**config.mk**
```make
export PLATFORM = sky130hd
export DESIGN_NAME = conv_window_ctrl_flat
export DESIGN_NICKNAME = d
export VERILOG_FILES = /design/src/rtl/conv_window_ctrl_if.sv /design/src/rtl/conv_window_ctrl.sv /design/src/flat_wrapper.sv
export SDC_FILE = /design/constraint.sdc
export NUM_CORES = 1
export LEC_CHECK = 0
export ABC_CLOCK_PERIOD_IN_PS = 20200
export CORE_MARGIN = 2
export CORE_UTILIZATION = 60
export DETAILED_ROUTE_END_ITERATION = 16
export PLACE_DENSITY = 0.84
export SLEW_MARGIN = 20
export SYNTH_ARGS = -nofsm -noshare
export SYNTH_HDL_FRONTEND = slang
export SYNTH_SLANG_ARGS = --single-unit
```
**constraint.sdc**
```tcl
create_clock -name clk -period 20.2 [get_ports clk]
set_clock_uncertainty 0.05 [all_clocks]
set_input_delay 2.02 -clock clk [delete_from_list [all_inputs] [get_ports clk]]
set_output_delay 2.02 -clock clk [all_outputs]
set_load 0.005 [all_outputs]
```
**src/rtl/conv_window_ctrl_if.sv**
```systemverilog
// Pixel-stream and window-tap bundle between the frame source,
// conv_window_ctrl and the 3x3 conv pipeline.
interface conv_window_ctrl_if #(
    parameter int DATA_WIDTH = 32
);
    logic [DATA_WIDTH-1:0] pix_in;
    logic                  pix_valid;
    logic                  pix_ready;
    logic [DATA_WIDTH-1:0] win0;
    logic [DATA_WIDTH-1:0] win1;
    logic [DATA_WIDTH-1:0] win2;
    logic [DATA_WIDTH-1:0] win3;
    logic [DATA_WIDTH-1:0] win4;
    logic [DATA_WIDTH-1:0] win5;
    logic [DATA_WIDTH-1:0] win6;
    logic [DATA_WIDTH-1:0] win7;
    logic [DATA_WIDTH-1:0] win8;
    logic                  win_valid;
    logic                  conv_valid;

    modport master (
        output pix_in, pix_valid, conv_valid,
        input  pix_ready, win_valid,
        input  win0, win1, win2, win3, win4,
        input  win5, win6, win7, win8
    );

    modport slave (
        input  pix_in, pix_valid, conv_valid,
        output pix_ready, win_valid,
        output win0, win1, win2, win3, win4,
        output win5, win6, win7, win8
    );
endinterface

```
**src/rtl/conv_window_ctrl.sv**
```systemverilog
// Raster-stream 3x3 window sequencer for the conv pipeline.
// Define CONV_STRIDE2_EN for stride-2 window emission.
module conv_window_ctrl #(
    parameter int DATA_WIDTH = 32,
    parameter int IMG_W      = 8,
    parameter int IMG_H      = 8,
    parameter int CNT_W      = 16
) (
    input  logic              clk,
    input  logic              rst,
    input  logic              start,
    conv_window_ctrl_if.slave bus,
    output logic              busy,
    output logic              done,
    output logic [CNT_W-1:0]  out_count
);
    localparam int COL_W = $clog2(IMG_W);
    localparam int ROW_W = $clog2(IMG_H);
`ifdef CONV_STRIDE2_EN
    localparam int EXP_I = ((IMG_W - 1) / 2) * ((IMG_H - 1) / 2);
`else
    localparam int EXP_I = (IMG_W - 2) * (IMG_H - 2);
`endif
    localparam logic [CNT_W-1:0] EXP     = CNT_W'(EXP_I);
    localparam logic [COL_W-1:0] COL_MAX = COL_W'(IMG_W - 1);
    localparam logic [ROW_W-1:0] ROW_MAX = ROW_W'(IMG_H - 1);
    localparam logic [COL_W-1:0] COL_TWO = COL_W'(2);
    localparam logic [ROW_W-1:0] ROW_TWO = ROW_W'(2);

    typedef enum logic [1:0] {
        IDLE,
        STREAM,
        DRAIN,
        DONE
    } state_t;

    state_t                state_q, state_d;
    logic [COL_W-1:0]      col_q, col_d;
    logic [ROW_W-1:0]      row_q, row_d;
    logic [CNT_W-1:0]      cnt_q, cnt_d;
    logic                  wv_q, wv_d;
    logic [DATA_WIDTH-1:0] win_q [9];
    logic [DATA_WIDTH-1:0] win_d [9];
    logic [DATA_WIDTH-1:0] lb0_q [IMG_W];
    logic [DATA_WIDTH-1:0] lb0_d [IMG_W];
    logic [DATA_WIDTH-1:0] lb1_q [IMG_W];
    logic [DATA_WIDTH-1:0] lb1_d [IMG_W];
    logic                  accept;
    logic                  stride_ok;

    assign accept = bus.pix_valid && (state_q == STREAM);

`ifdef CONV_STRIDE2_EN
    // (row-2) and (col-2) even is the same as row and col even
    assign stride_ok = ~row_q[0] & ~col_q[0];
`else
    assign stride_ok = 1'b1;
`endif

    // Next-state, counters, window shift and line-buffer update
    always_comb begin
        state_d = state_q;
        col_d   = col_q;
        row_d   = row_q;
        cnt_d   = cnt_q;
        wv_d    = 1'b0;
        win_d   = win_q;
        lb0_d   = lb0_q;
        lb1_d   = lb1_q;

        if (accept) begin
            for (int r = 0; r < 3; r++) begin
                win_d[r*3]   = win_q[r*3+1];
                win_d[r*3+1] = win_q[r*3+2];
            end
            win_d[2]     = lb0_q[col_q];
            win_d[5]     = lb1_q[col_q];
            win_d[8]     = bus.pix_in;
            lb0_d[col_q] = lb1_q[col_q];
            lb1_d[col_q] = bus.pix_in;
            wv_d = (row_q >= ROW_TWO) && (col_q >= COL_TWO) && stride_ok;
        end

        if (bus.conv_valid && (state_q == STREAM || state_q == DRAIN)
            && cnt_q != EXP) begin
            cnt_d = cnt_q + 1'b1;
        end

        unique case (state_q)
            IDLE: begin
                if (start) begin
                    state_d = STREAM;
                    col_d   = '0;
                    row_d   = '0;
                    cnt_d   = '0;
                end
            end
            STREAM: begin
                if (accept) begin
                    if (col_q == COL_MAX) begin
                        col_d = '0;
                        if (row_q == ROW_MAX) begin
                            row_d   = '0;
                            state_d = DRAIN;
                        end else begin
                            row_d = row_q + 1'b1;
                        end
                    end else begin
                        col_d = col_q + 1'b1;
                    end
                end
            end
            DRAIN: begin
                if (cnt_q == EXP) state_d = DONE;
            end
            DONE: begin
                state_d = IDLE;
            end
            default: state_d = IDLE;
        endcase
    end

    // Control and window registers, cleared on reset
    always_ff @(posedge clk or posedge rst) begin
        if (rst) begin
            state_q <= IDLE;
            col_q   <= '0;
            row_q   <= '0;
            cnt_q   <= '0;
            wv_q    <= 1'b0;
            for (int i = 0; i < 9; i++) win_q[i] <= '0;
        end else begin
            state_q <= state_d;
            col_q   <= col_d;
            row_q   <= row_d;
            cnt_q   <= cnt_d;
            wv_q    <= wv_d;
            win_q   <= win_d;
        end
    end

    // Line buffers hold pixel data only, so they carry no reset
    always_ff @(posedge clk) begin
        lb0_q <= lb0_d;
        lb1_q <= lb1_d;
    end

    assign bus.pix_ready = (state_q == STREAM);
    assign bus.win_valid = wv_q;
    assign bus.win0      = win_q[0];
    assign bus.win1      = win_q[1];
    assign bus.win2      = win_q[2];
    assign bus.win3      = win_q[3];
    assign bus.win4      = win_q[4];
    assign bus.win5      = win_q[5];
    assign bus.win6      = win_q[6];
    assign bus.win7      = win_q[7];
    assign bus.win8      = win_q[8];
    assign busy          = (state_q == STREAM) || (state_q == DRAIN);
    assign done          = (state_q == DONE);
    assign out_count     = cnt_q;
endmodule

```
**src/flat_wrapper.sv**
```systemverilog
// flat-port wrapper written by rule: the top's interface ports become plain ports
module conv_window_ctrl_flat 
#(
    parameter int DATA_WIDTH = 32,
    parameter int IMG_W      = 8,
    parameter int IMG_H      = 8,
    parameter int CNT_W      = 16
)
  (clk, rst, start, busy, done, out_count, bus_pix_in, bus_pix_valid, bus_conv_valid, bus_pix_ready, bus_win_valid, bus_win0, bus_win1, bus_win2, bus_win3, bus_win4, bus_win5, bus_win6, bus_win7, bus_win8);
  conv_window_ctrl_if #(.DATA_WIDTH(DATA_WIDTH)) bus_i ();
  input  logic clk;
  input  logic rst;
  input  logic start;
  output logic busy;
  output logic done;
  output logic [CNT_W-1:0] out_count;
  input wire logic [$bits(bus_i.pix_in)-1:0] bus_pix_in;
  input wire logic [$bits(bus_i.pix_valid)-1:0] bus_pix_valid;
  input wire logic [$bits(bus_i.conv_valid)-1:0] bus_conv_valid;
  output wire logic [$bits(bus_i.pix_ready)-1:0] bus_pix_ready;
  output wire logic [$bits(bus_i.win_valid)-1:0] bus_win_valid;
  output wire logic [$bits(bus_i.win0)-1:0] bus_win0;
  output wire logic [$bits(bus_i.win1)-1:0] bus_win1;
  output wire logic [$bits(bus_i.win2)-1:0] bus_win2;
  output wire logic [$bits(bus_i.win3)-1:0] bus_win3;
  output wire logic [$bits(bus_i.win4)-1:0] bus_win4;
  output wire logic [$bits(bus_i.win5)-1:0] bus_win5;
  output wire logic [$bits(bus_i.win6)-1:0] bus_win6;
  output wire logic [$bits(bus_i.win7)-1:0] bus_win7;
  output wire logic [$bits(bus_i.win8)-1:0] bus_win8;
  assign bus_i.pix_in = bus_pix_in;
  assign bus_i.pix_valid = bus_pix_valid;
  assign bus_i.conv_valid = bus_conv_valid;
  assign bus_pix_ready = bus_i.pix_ready;
  assign bus_win_valid = bus_i.win_valid;
  assign bus_win0 = bus_i.win0;
  assign bus_win1 = bus_i.win1;
  assign bus_win2 = bus_i.win2;
  assign bus_win3 = bus_i.win3;
  assign bus_win4 = bus_i.win4;
  assign bus_win5 = bus_i.win5;
  assign bus_win6 = bus_i.win6;
  assign bus_win7 = bus_i.win7;
  assign bus_win8 = bus_i.win8;
  conv_window_ctrl #(.DATA_WIDTH(DATA_WIDTH), .IMG_W(IMG_W), .IMG_H(IMG_H), .CNT_W(CNT_W)) u_core (.clk(clk), .rst(rst), .start(start), .bus(bus_i), .busy(busy), .done(done), .out_count(out_count));
endmodule
```
==> results.json, run 1 <==
{
  "status": "completed",
  "syn_to_final_growth_pct": 21.36,
  "final-hold-violation-count": 0,
  "rsz0062_at_grt": "no",
  "clock_latency_ps": 630,
  "via_per_inst": 6.019,
  "hp-class": "reg -> reg",
  "postSynthAreaPerCell_um2": 13.96,
  "synth_mux_area_share_pct": 8.701,
  "gp_congestion": 0.8049,
  "start_util_pct": 60.75,
  "synth_top_family_by_area": "simple AND/OR/NAND/NOR gates",
  "worst_setup_path_end_kind": "flip-flop",
  "num_rows": 84,
  "cts-resized-gates": 0,
  "ant_nets": 0,
  "core_mm2": 0.05255,
  "cts_tree": "yes",
  "p_total_w": 0.005928,
  "startpoint_type": "input port",
  "cts_num_sinks": 825,
  "fin_crit_sh_pct": 26.84,
  "crit_slowest_cell": "nor2_4",
  "firstDrtPassIters": 6,
  "final_common_cell": "nand2_1",
  "grt-busiest-layer": "met2",
  "syn_inst": 2286,
  "wl_per_cell_um": 22.99,
  "nets": 2661,
  "path_cells": "clkdlybuf4s50_1, and2_4, nand2_1, nor2_4, buf_4",
  "cts-htree-levels": 3,
  "vdd_drop_max_v": 0.00008599,
  "critPathMaxFanout": 87,
  "synthArstFlopShare_pct": 37.94,
  "synth_simple_gate_area_share_pct": 10.97,
  "synth_warnings": 0,
  "antennaDiodeCount": 0,
  "clock.fmax_mhz": 184.4,
  "hpwlAfterDp_um": 43620,
  "grt_use_met2_pct": 45.19,
  "drcViolationCount": 0,
  "clk_path_buf_depth": 3,
  "die_h_um": 234.7,
  "antenna_found_initial": 3,
  "path_class": "in -> reg",
  "io_buffers": 344,
  "synthDistinctLibCells": 45,
  "cp.arrival_ps": 5630,
  "setup_violations": 0,
  "drtIter0Drc": 2125,
  "cts_buffers": 82,
  "ys_seq_elements": 825,
  "p_leak_nw": 15.23,
  "cts_setup_buffers": 0,
  "path_clk_slew_ps": 60,
  "met3_usage_pct": 5.533,
  "root_buffer": "clkbuf_16",
  "synthFlopType": "edfxtp_1",
  "routed_wirelength_um": 77520,
  "synth_compound_area_share_pct": 4.829,
  "worstPathRequired_ps": 20410,
  "finalCriticalPeriod_ps": 5422,
  "met1_usage_pct": 38.64,
  "worst_pin_slew_ps": 1130,
  "power_density_mw_per_mm2": 153.0,
  "yosys.area_share.adder_pct": 0.4311,
  "instances_no_fill": 3371,
  "first_global_vias": 20850,
  "grt_use_total_pct": 28.13,
  "grt_max_degree": 139,
  "setup_tns_ps": 0,
  "grt_pass1_wl_um": 120200,
  "drv_cap": 0,
  "synth-seq-area-share_pct": 72.70,
  "synth.net_count": 2334,
  "die_area_mm2": 0.05507,
  "crit_path_max_incr_delay_ps": 880,
  "vias": 20289,
  "slew_headroom_pct": 24.69,
  "ios": 345,
  "slew_violations": 0,
  "mostFrequentLayoutCells": "716 x nand2_1, 512 x edfxtp_1, 344 x clkdlybuf4s50_1, 310 x dfrtp_1, 99 x mux2i_1",
  "grt_overflow": 0,
  "drive_above_1_share_pct": 9.281,
  "syn_area_mm2": 0.03192,
  "synth-edff-count": 512,
  "cts_hold_buf": 0,
  "die_w_um": 234.7,
  "dp.cells": 3217,
  "synth-xor-area-share_pct": 0.1921
}
## cell usage after synthesis, drive strengths merged, types with 2 or more instances
cell / number / area (µm²)
a211oi: 33 / 247.7
a21oi: 42 / 210.2
a22o: 6 / 52.55
a22oi: 33 / 247.7
a31o: 2 / 17.52
and2: 3 / 18.77
and3: 3 / 18.77
and4: 3 / 26.28
buf: 80 / 471.7
clkbuf: 51 / 191.4
dfrtp: 313 / 7833
edfxtp: 512 / 15370
ha: 11 / 137.6
inv: 9 / 33.78
mux2: 34 / 390.4
mux2i: 99 / 991.0
mux4: 62 / 1396
nand2: 718 / 2695
nand2b: 2 / 12.51
nand3: 9 / 45.04
nand4: 6 / 37.54
nor2: 78 / 292.8
nor2b: 3 / 18.77
nor3: 9 / 45.04
nor4: 2 / 12.51
nor4bb: 2 / 20.02
o21ai: 74 / 370.4
o32a: 35 / 350.3
or3: 37 / 231.5
xnor2: 4 / 35.03
xor2: 3 / 26.28
## power breakdown
part / switching (W) / total, W / internal, W
registers: 0.000297 / 0.00257 / 0.00227
logic: 0.000925 / 0.00177 / 0.000847
clock network: 0.000641 / 0.00159 / 0.000944
total: 0.00186 / 0.00593 / 0.00407
## cell families after synthesis
group,count (synthesis)
buf+inv,140
flops,825
mux,195
xor+xnor,7
simple gates,878
compound gates,230
fa+ha+maj,11
## worst paths after layout
check | startpoint | end | slack, ps | cells past startpoint
hold / removal | u_core.bus.win3[18] | u_core.bus.win3[18] | 420 | 2
min in group asynchronous | rst | u_core.bus.win3[18] | 1920 | 2
hold reg to reg | u_core.bus.win3[18] | u_core.bus.win3[18] | 420 | 2
setup / recovery | bus_pix_valid | u_core.lb1_q[135] | 14780 | 5
max in group asynchronous | rst | u_core.bus.win4[3] | 16850 | 3
setup reg to reg | u_core.state_q[1] | u_core.lb1_q[135] | 15780 | 6
## state kept, by name, indices dropped and copies added (netlist names)
name	flops
u_core.bus.win7	32
u_core.bus.win5	32
u_core.lb0_q	256
u_core.bus.win0	32
u_core.bus.win1	32
u_core.lb1_q	256
u_core.bus.win3	32
u_core.col_q	3
u_core.bus.win_valid	1
u_core.bus.win6	32
u_core.row_q	3
u_core.bus.win8	32
u_core.out_count	16
u_core.bus.win2	32
u_core.bus.win4	32
u_core.state_q	2
## per-stage QoR
step	hold slack (ps)	instance area (µm²)	util [%]	setup slack, ps
floorplan	419.9	31920	-	9472
global placement	406.4	35880	68.29	14340
CTS	426.7	38740	73.72	14830
detailed placement	411.3	35880	68.29	14260
global route	432.1	38740	73.72	14580
finish	422.7	38740	73.72	14780
## critical path, delay by kind of cell
| family | cells | cell delay (ps) |
|---|---|---|
| and+or+nand+nor | 3 | 2190 |
| buffers and inverters | 2 | 1370 |
## final cells by class
class | instances | area (µm²)
Sequential cell | 825 | 23220
Clock inverter | 38 | 395.4
Fill cell | 3069 | 13810
Timing Repair Buffer | 374 | 3681
Multi-Input combinational cell | 1321 | 8083
Inverter | 9 | 41.29
Clock buffer | 116 | 2461
Tap cell | 688 | 860.8
## routing by layer
layer / part of all wire [%] / vias up
li1: - / 8832
met5: 0.063 / -
met4: 3.1 / 6
met2: 48 / 1081
met3: 8.4 / 183
met1: 40 / 10187
(Power assumes the default switching activity.)
==> run 2: changes to the inputs <==
ABC_CLOCK_PERIOD_IN_PS = 4650   (was 20200)
CORE_UTILIZATION = 51   (was 60)
PLACE_DENSITY = 0.76   (was 0.84)
clock period = 4.65 ns   (was 20.2 ns; I/O delays follow)
==> results.json, run 2 (synthesis gave the netlist of run 1 again) <==
{
  "cts_buffers": 82,
  "fin_ws_ps": 1541,
  "power_density_mw_per_mm2": 648.7,
  "clock.fmax_mhz": 321.6,
  "critPathMaxFanout": 45,
  "clock_latency_ps": 630,
  "post-place-ws_ps": 1389,
  "drive_above_1_share_pct": 9.510,
  "worst_setup_path_end_kind": "flip-flop",
  "core_mm2": 0.06183,
  "io_buffers": 344,
  "mostFrequentLayoutCells": "716 x nand2_1, 512 x edfxtp_1, 344 x clkdlybuf4s50_1, 310 x dfrtp_1, 99 x mux2i_1",
  "largestRegisters": "u_core.lb0_q: 256 flops, u_core.lb1_q: 256 flops",
  "hpwlAfterDp_um": 45840,
  "firstDrtPassIters": 5,
  "rr_worst_depth": 4,
  "drv_cap": 0,
  "final-hold-violation-count": 0,
  "routed_wirelength_um": 76150,
  "cts_setup_buffers": 0,
  "grt_max_degree": 144,
  "cts_tree": "yes",
  "worst_pin_slew_ps": 984.4,
  "vias": 19715,
  "grt_use_total_pct": 23.65,
  "die_h_um": 254.2,
  "fill_cells": 4462,
  "drcViolationCount": 0,
  "cts_num_sinks": 825,
  "path_clk_slew_ps": 60,
  "design_area_mm2": 0.03890,
  "status": "completed",
  "cts-htree-levels": 3,
  "antenna_found_initial": 4,
  "start_util_pct": 51.63,
  "nets": 2672,
  "cts-resized-gates": 0,
  "gp_congestion": 0.7685,
  "cp.arrival_ps": 3310,
  "die_w_um": 254.2,
  "path_class": "reg -> reg",
  "num_rows": 91,
  "fin_crit_sh_pct": 66.87,
  "slew_headroom_pct": 34.28,
  "syn_to_final_growth_pct": 21.87,
  "drtIter0Drc": 1872,
  "final_util_pct": 62.92,
  "place_area_mm2": 0.03623,
  "wl_per_cell_um": 21.56,
  "p_leak_nw": 15.21,
  "rsz0062_at_grt": "no",
  "finalCriticalPeriod_ps": 3109,
  "hp-class": "in -> async",
  "root_buffer": "clkbuf_16",
  "vdd_drop_max_v": 0.0003978,
  "clk_path_buf_depth": 3,
  "first_global_vias": 19763,
  "startpoint_type": "flip-flop",
  "final_common_cell": "nand2_1",
  "die_area_mm2": 0.06461,
  "ios": 345,
  "cts_hold_buf": 0,
  "setup_violations": 0,
  "worstPathRequired_ps": 4850,
  "grt_pass1_wl_um": 116100,
  "ant_nets": 0,
  "via_per_inst": 5.582,
  "slew_violations": 0,
  "grt_overflow": 0
}
-- run 2: routing by layer --
metal	track usage, %	vias to the layer above	share of wire [%]
li1	-	8863	-
met1	33.08	9911	42
met2	37.22	815	48
met3	5.154	122	7.9
met4	7.950	4	2.4
met5	0	-	0.032
-- run 2: cell type report --
| type | instances | area (µm²) | area share [%] |
|---|---|---|---|
| sequential | 825 | 23220 | 59.68 |
| multi-input combinational | 1321 | 8098 | 20.81 |
| timing repair buffer | 385 | 3826 | 9.835 |
| clock buffer | 109 | 2385 | 6.130 |
| tap | 837 | 1047 | 2.692 |
| clock inverter | 43 | 284.0 | 0.7301 |
| inverter | 9 | 37.54 | 0.09648 |
| antenna | 3 | 7.507 | 0.01930 |
-- run 2: per-stage QoR --
| stage | TNS [ps] | cells | total power [W] | hold slack [ps] |
|---|---|---|---|---|
| 2_1_floorplan | -335890 | 2286 | 0.01477 | 419.9 |
| 3_3_place_gp | 0 | 3377 | 0.01850 | 407.1 |
| 3_5_place_dp | 0 | 3377 | 0.01888 | 411.6 |
| 4_1_cts | 0 | 3529 | 0.02544 | 318.9 |
| 5_1_grt | 0 | 3529 | 0.02654 | 360.4 |
| 6_report | 0 | 3532 | 0.02524 | 322.9 |
-- run 2: path summary, 6_finish.rpt --
path,slack [ps],startpoint,end
hold / removal,320,rst,u_core.bus.win5[20]
max in group asynchronous,3110,rst,u_core.bus.win3[16]
min in group clk,420,u_core.bus.win0[0],u_core.bus.win0[0]
hold reg to reg,420,u_core.bus.win0[0],u_core.bus.win0[0]
setup reg to reg,1540,u_core.col_q[1],u_core.lb1_q[163]
setup / recovery,1540,u_core.col_q[1],u_core.lb1_q[163]
-- run 2: power by group --
part | total (W) | internal, W | switching [W]
registers | 0.0112 | 0.00987 | 0.00130
clock network | 0.00650 | 0.00374 | 0.00276
logic | 0.00756 | 0.00370 | 0.00387
-- run 2: worst max-delay path, stage by stage (launching register included) --
cell and delay [ps]:
dfrtp_4 830, buf_4 730, nand2_1 280, nor3_2 230
buf_4 530
==> edit: new RTL, flow settings as in run 1 <==
`IMG_W` is set to 8 in 2 places; all go to 4.
--- a/src/rtl/conv_window_ctrl.sv
+++ b/src/rtl/conv_window_ctrl.sv
@@ -2,7 +2,7 @@
 // Define CONV_STRIDE2_EN for stride-2 window emission.
 module conv_window_ctrl #(
     parameter int DATA_WIDTH = 32,
-    parameter int IMG_W      = 8,
+    parameter int IMG_W      = 4,
     parameter int IMG_H      = 8,
     parameter int CNT_W      = 16
 ) (
--- a/src/flat_wrapper.sv
+++ b/src/flat_wrapper.sv
@@ -2,7 +2,7 @@
 module conv_window_ctrl_flat 
 #(
     parameter int DATA_WIDTH = 32,
-    parameter int IMG_W      = 8,
+    parameter int IMG_W      = 4,
     parameter int IMG_H      = 8,
     parameter int CNT_W      = 16
 )
Function: same outputs for any inputs over 4 cycles, from zero or initial values and one cycle with rst high; that may be too few to reach the edited logic, so the function may still have changed.
==> edit against run 1 <==
Power is 29% lower; design area decreased by 30%; clock power decreased by 34%; sequential share of layout area decreased by 2.9 points; setup slack improved by 0.63 ns; sequential cell count shrank 257; area after synthesis fell by 32%; register-to-register slack improved by 0.74 ns; largest cell class unchanged; via count is 30% lower; wire length down 35%.
==> edit: results (changes against run 1) <==
- Status: finished clean
- Reg2Reg Setup Slack: 16.52 ns (+0.74 ns)
- Cell total after placement: 2458 (-24%)
- Layout cells sized above 1: 8.30% (-0.98 points)
- Leakage: 11.8 nW (-23%)
- H-tree levels: 2 (-1)
- Compound-cell area share of the yosys netlist: 1.21% (-3.6 points)
- Syn_area_per_cell: 12.5 sq um (-11%)
- Worst path max stage delay: 0.83 ns (-0.05 ns)
- GP Congestion: 0.832 (+3.3%)
- Gr usage total: 26.8% (-1.3 points)
- Adder-Cell Fraction of Synth Area: 0.812% (+0.38 points)
- Initial antenna violation count: 0 (-3)
- Async SR Flop Fraction: 54.9% (+17 points)
- Clk_lat worst skew: 0.57 ns (-0.06 ns)
- WL final: 50.1 mm (-35%)
- Number of library cell types mapped by synthesis: 47 (+4.4%)
- Regs by FF count: u_core.lb0_q: 128 flops, u_core.lb1_q: 128 flops
- Final Cycle Share: 23.7% (-3.1 points)
- Post-synth net total: 1782 (-24%)
- Vias per cell: 5.56 (-7.7%)
- Post-synthesis mux area share: 6.84% (-1.9 points)
- Top cells by area, synth: dfrtp_1, edfxtp_1, nand2_1
- Pre-antenna DRT Iters: 5 (-1)
- DRT iter0 DRCs: 1076 (-49%)
- Place WS: 14.91 ns (+0.647 ns)
- Total CTS buffers: 54 (-34%)
- Final non-filler cell total: 2558 (-24%)
- Delay-heaviest family, CP: buffers and inverters
- Final #Nets: 2104 (-21%)
[edit: cell count changes after synthesis, moves of 29 or more]
cell and change:
nor2_1 -63, or3_1 -35, o32a_1 -35, mux2i_1 -97, mux2_1 -29, a21oi_1 -35, o21ai_0 -74, a211oi_1 -33
nand2_1 +168, edfxtp_1 -256
[edit: cell type report]
cell class,instances,area share (%)
clock inverter,23,1.27
clock buffer,77,5.63
sequential,568,57.0
multi-input combinational,1065,20.8
timing repair buffer,354,13.0
tap,461,2.12
inverter,10,0.166
[edit: metrics by stage]
step	util [%]	hold slack, ns	total power [mW]
global route	76.6	0.444	4.45
CTS	76.6	0.427	4.25
floorplan	-	0.420	2.39
global placement	71.3	0.407	3.12
detailed placement	71.3	0.412	3.18
finish	76.6	0.424	4.23
[edit: routing by layer]
metal	vias to the layer above	share of wire (%)	GRT usage [%]
met5	-	0	0
met4	0	2.0	6.19
met3	76	6.9	5.32
met2	513	48	43.0
met1	7210	43	38.8
li1	6412	-	-
[edit: worst min-delay path by stage]
stage | end | slack (ns) | depth (start not counted)
2_1_floorplan | u_core.bus.win0[0]$_DFFE_PP0P_ | 0.42 | 2
3_3_place_gp | u_core.bus.win0[23]$_DFFE_PP0P_ | 0.41 | 2
3_5_place_dp | u_core.bus.win3[11]$_DFFE_PP0P_ | 0.41 | 2
4_1_cts | u_core.bus.win6[10]$_DFFE_PP0P_ | 0.43 | 2
5_1_grt | u_core.bus.win3[22]$_DFFE_PP0P_ | 0.44 | 2
6_report | u_core.bus.win6[10]$_DFFE_PP0P_ | 0.42 | 2
[edit: logic make-up after synthesis]
logic type,count (synthesis)
AOI/OAI and AO/OA,35
xor gates and xnor gates,5
adders and majority gates,14
buffers and inverters,98
DFF,568
muxes,67
and+or+nand+nor,944
[edit: power by group]
group | switching [mW] | internal (mW)
sequential | 0.287 | 1.57
combinational | 0.598 | 0.711
clock | 0.423 | 0.631
[edit: worst register-to-register path: stages (launching register included)]
cell and delay, ns:
dfrtp_1 0.42, inv_1 0.10, ha_1 0.47, and2_4 0.63, buf_4 0.83, buf_4 0.78, nand2_1 0.22, nand2_1 0.10
